### src/rtl/right_barrel_shifter_pipe.sv
// Pipelined logarithmic right barrel shifter (logical or arithmetic), one shift-amount bit per stage.
// Latency: STAGES = log2(DATA_WIDTH) registers; an item accepted on edge t is on ODATA after edge t+STAGES-1.
// Backpressure: OVALID & ~OREADY freezes the whole pipe; IREADY = ~OVALID | OREADY (combinational).
module right_barrel_shifter_pipe #(
    parameter int DATA_WIDTH = 32,
    localparam int SHAMT_WIDTH = $clog2(DATA_WIDTH)
) (
    input  logic                   CLK,
    input  logic                   RST,
    input  logic                   IVALID,
    output logic                   IREADY,
    input  logic [DATA_WIDTH-1:0]  IDATA,
    input  logic [SHAMT_WIDTH-1:0] SHAMT,
    input  logic                   ARITH,
    output logic [DATA_WIDTH-1:0]  ODATA,
    output logic                   OVALID,
    input  logic                   OREADY
);
    localparam int STAGES = SHAMT_WIDTH;

    // Stage registers: every item carries its own amount and fill bit down the pipe,
    // so consecutive items with different modes never interfere.
    logic                   vld_q  [STAGES];
    logic [DATA_WIDTH-1:0]  dat_q  [STAGES];
    logic                   fill_q [STAGES];
    logic [SHAMT_WIDTH-1:0] amt_q  [STAGES];

    // What each stage sees at its input, and the shifted word it will capture.
    logic                   vld_in  [STAGES];
    logic [DATA_WIDTH-1:0]  dat_in  [STAGES];
    logic                   fill_in [STAGES];
    logic [SHAMT_WIDTH-1:0] amt_in  [STAGES];
    logic [DATA_WIDTH-1:0]  dat_nxt [STAGES];

    // Single global advance: bubbles are not squeezed out, the pipe moves as one.
    logic en;

    assign en     = ~vld_q[STAGES-1] | OREADY;
    assign IREADY = en;
    assign OVALID = vld_q[STAGES-1];
    assign ODATA  = dat_q[STAGES-1];

    // Route stage inputs: stage 0 from the ports, later stages from their predecessor
    always_comb begin
        vld_in[0]  = IVALID;
        dat_in[0]  = IDATA;
        fill_in[0] = IDATA[DATA_WIDTH-1] & ARITH;
        amt_in[0]  = SHAMT;
        for (int s = 1; s < STAGES; s++) begin
            vld_in[s]  = vld_q[s-1];
            dat_in[s]  = dat_q[s-1];
            fill_in[s] = fill_q[s-1];
            amt_in[s]  = amt_q[s-1];
        end
    end

    // Stage s shifts right by 2**s when bit s of the item's amount is set, filling with its fill bit
    always_comb begin
        for (int s = 0; s < STAGES; s++) begin
            dat_nxt[s] = dat_in[s];
            if (amt_in[s][s]) begin
                dat_nxt[s] = (dat_in[s] >> (1 << s))
                           | (~({DATA_WIDTH{1'b1}} >> (1 << s)) & {DATA_WIDTH{fill_in[s]}});
            end
        end
    end

    // Advance all stages together when enabled; reset drops every in-flight item
    always_ff @(posedge CLK or posedge RST) begin
        if (RST) begin
            for (int s = 0; s < STAGES; s++) begin
                vld_q[s]  <= 1'b0;
                dat_q[s]  <= '0;
                fill_q[s] <= 1'b0;
                amt_q[s]  <= '0;
            end
        end else if (en) begin
            for (int s = 0; s < STAGES; s++) begin
                vld_q[s]  <= vld_in[s];
                dat_q[s]  <= dat_nxt[s];
                fill_q[s] <= fill_in[s];
                amt_q[s]  <= amt_in[s];
            end
        end
    end

endmodule

### config.mk
export PLATFORM = sky130hd
export DESIGN_NAME = right_barrel_shifter_pipe
export DESIGN_NICKNAME = d
export VERILOG_FILES = /design/src/rtl/right_barrel_shifter_pipe.sv
export SDC_FILE = /design/constraint.sdc
export NUM_CORES = 1
export LEC_CHECK = 0
export CAP_MARGIN = 20
export CELL_PAD_IN_SITES_DETAIL_PLACEMENT = 1
export CELL_PAD_IN_SITES_GLOBAL_PLACEMENT = 2
export CORE_ASPECT_RATIO = 0.5
export CORE_MARGIN = 2
export CORE_UTILIZATION = 43
export CTS_CLUSTER_DIAMETER = 80
export DETAILED_ROUTE_END_ITERATION = 10
export PLACE_DENSITY_LB_ADDON = 0.1
export SLEW_MARGIN = 5
export SYNTH_ARGS = -nofsm -noshare
export SYNTH_HDL_FRONTEND = slang
export SYNTH_SLANG_ARGS = --single-unit
### constraint.sdc
create_clock -name CLK -period 10.1 [get_ports CLK]
set_clock_uncertainty 0.2 [all_clocks]
set_input_delay 3.03 -clock CLK [delete_from_list [all_inputs] [get_ports CLK]]
set_output_delay 3.03 -clock CLK [all_outputs]
set_load 0.005 [all_outputs]
==> key figures <==
Clocking
  • Postcts setup bufs: 0
  • Hold_buf cts: 0
  • PostCTS Resize Cnt: 0
  • Clock latency on the worst-skew pair: 430 ps
  • Clock tree from TritonCTS: built
  • CTS sink cnt: 179
  • CTS HTree Levels: 4
  • Num CTS Buffers: 17
  • Clk root buf: clkbuf_16
  • Clk slew on worst S/H paths: 70 ps
  • Clk buf depth: 2

Final layout
  • Commonest non-fill, non-tap cell in the layout: mux2_2
  • Filler cells: 1,966
  • Syn-to-layout area delta: 15.1%
  • Most frequent cells in the layout: mux2_2 (230), dfrtp_1 (179), mux2_4 (100), clkdlybuf4s50_1 (75), clkbuf_16 (17)
  • Share of layout cells above drive strength 1: 0.582
  • Final nets: 666
  • Diodes inserted: 0

Pwr
  • Leak: 4.62 nW
  • Power per Cell Area: 326 mW/mm^2
  • VDD IR max: 136 uV

Worst hold path
  • Hold endpoint: OVALID
  • Hold crit path type: reg -> reg
  • Hold wc startpoint: vld_in[0]
  • Hold path depth: 1

Floorplan
  • Core Area: 0.0206 sq mm
  • Chip Width: 209 microns
  • Die Y: 107 microns
  • FP Rows: 37
  • Initial core utilization: 0.440
  • I/O pin total: 76
  • Die area: 0.0223 sq mm

Route
  • Routed length per instance: 19.9 microns
  • Antenna-violating nets left: 0
  • Via count: 4,617
  • Routed vias/inst: 5.07
  • DRC Markers: 0
  • DRT Pass-1 Iters: 4
  • DRT Wirelength: 18,100 microns
  • Initial DRC count: 235

Global routing
  • First-pass GRT wire length: 29,700 microns
  • Largest net degree at the start of global routing: 124
  • Total GRT Usage: 0.176
  • Most Crowded Layer GR: met1
  • Met1 GRT Util: 0.284
  • Grt ovf: 0
  • GRT met2 Usage: 0.230
  • Vias in the first global route: 4,944
  • Antenna violations before repair: 0
  • Met3 Resource Use GR: 0.0366

Synthesis
  • Register area share after synthesis: 0.494
  • Mean Syn Cell Area: 16.1 sq um
  • Synth area leader: dfrtp_1
  • Synthesis-stage register bit count: 179
  • Top-area cell type share of the netlist area: 0.494
  • Cells after synthesis: 564
  • Synth Cell Area: 0.00906 sq mm
  • Synthesized net count: 606
  • Yosys warns: 0
  • Synth area leaders: dfrtp_1 (49%), mux2_2 (29%), mux2_4 (17%)
  • Distinct cells, synth: 14

Critical path
  • Crit path DAT: 4820 ps
  • Critical path's top delay family: buffers and inverters
  • CP Launch Type: primary input
  • RR Endpoint: amt_in[16]
  • CP Buf/Inv Count: 2
  • Top cell by count, worst path: clkdlybuf4s50_1
  • CP peak stage delay: 670 ps
  • CP Class: in -> out
  • Worst r2r path cells: 3
  • R2R Path Start: OVALID
  • Reg2reg setup slack: 7480 ps
  • CP Capture Type: primary output
  • Cell Chain, Critical Path: clkdlybuf4s50_1, nand2b_4, clkdlybuf4s50_1
  • Crit-path slowest cell: nand2b_4
  • Critical Path Fanout Max: 58
  • Critical Path RT: 6870 ps

Flow run
  • Max-cap violations: 0

Status
  • Status: completed

Placed design
  • Placer congestion estimate: 0.689
  • Number of port buffers: 75
  • Post-DP HPWL: 11,900 microns

Timing
  • Final-report hold violation count: 0
  • Final setup violation count: 0
  • Clock period minus worst slack: 8050 ps
  • Max frequency: 0.124 GHz
  • Final Cycle Share: 0.797
  • Setup TNS: 0 ps
  • Worst hold margin: 280 ps
  • Final slew viol count: 0
  • Slew margin rel.: 0.340
  • Least-Margin Pin Slew: 990 ps
  • RSZ-0062 raised after global routing: no
==> layer usage <==
layer,up-vias,routed length (microns)
met2,54,7240
met3,10,423
met1,2393,10300
met5,-,0
li1,2160,-
met4,0,183
==> how the worst max path moves through the flow <==
stage	slack [ps]	depth (start not counted)	startpoint	endpoint
finish	2050	3	OREADY	IREADY
global route	1920	3	OREADY	IREADY
CTS	2010	3	OREADY	IREADY
detailed placement	2020	3	OREADY	IREADY
global placement	2030	3	OREADY	IREADY
floorplan	2010	1	RST	ODATA[0]
==> synth_stat cells (all sizes together) <==
master and n:
mux2 335, dfrtp 179, buf 41, nand2b 3, inv 2, a31o 1
and3b 1, mux2i 1, nand2 1
==> registers in the layout, indices dropped and copies added (netlist names) <==
signal   cells
fill_in      4
vld_in       4
OVALID       1
amt_in      10
dat_in     128
ODATA       32
==> kinds of logic (layout without fill, tap and decap cells) <==
family	count (synthesis)	in the layout	synth area share
mux	336	336	0.459
flops	179	179	0.494
buf+inv	43	116	0.0421
simple gates	5	5	0.00345
compound gates	1	1	0.000967
==> cell type report <==
| class | instances | area (sq um) | area share |
|---|---|---|---|
| Clock buffer | 21 | 470 | 0.0451 |
| Timing Repair Buffer | 82 | 816 | 0.0782 |
| Inverter | 2 | 12.5 | 0.00120 |
| Clock inverter | 11 | 104 | 0.00996 |
| Tap cell | 273 | 342 | 0.0328 |
| Sequential cell | 179 | 4480 | 0.430 |
| Multi-Input combinational cell | 342 | 4210 | 0.403 |
==> stage by stage <==
step	setup slack, ps	instance area (sq um)	total power (W)	instances	utilization
final	2050	10400	0.00340	910	0.506
after detailed placement	2020	9850	0.00276	878	0.478
after CTS	2010	10400	0.00344	910	0.506
after global routing	1920	10400	0.00361	910	0.506
after global placement	2030	9850	0.00272	878	0.478
after floorplan	2010	9060	0.00238	564	-
==> where the power goes <==
group / leakage, nW / internal [W] / switching (W)
combinational: 2.21 / 0.000950 / 0.000469
sequential: 2.13 / 0.00105 / 0.000278
clock: 0.279 / 0.000360 / 0.000289
(Power assumes the default switching activity.)
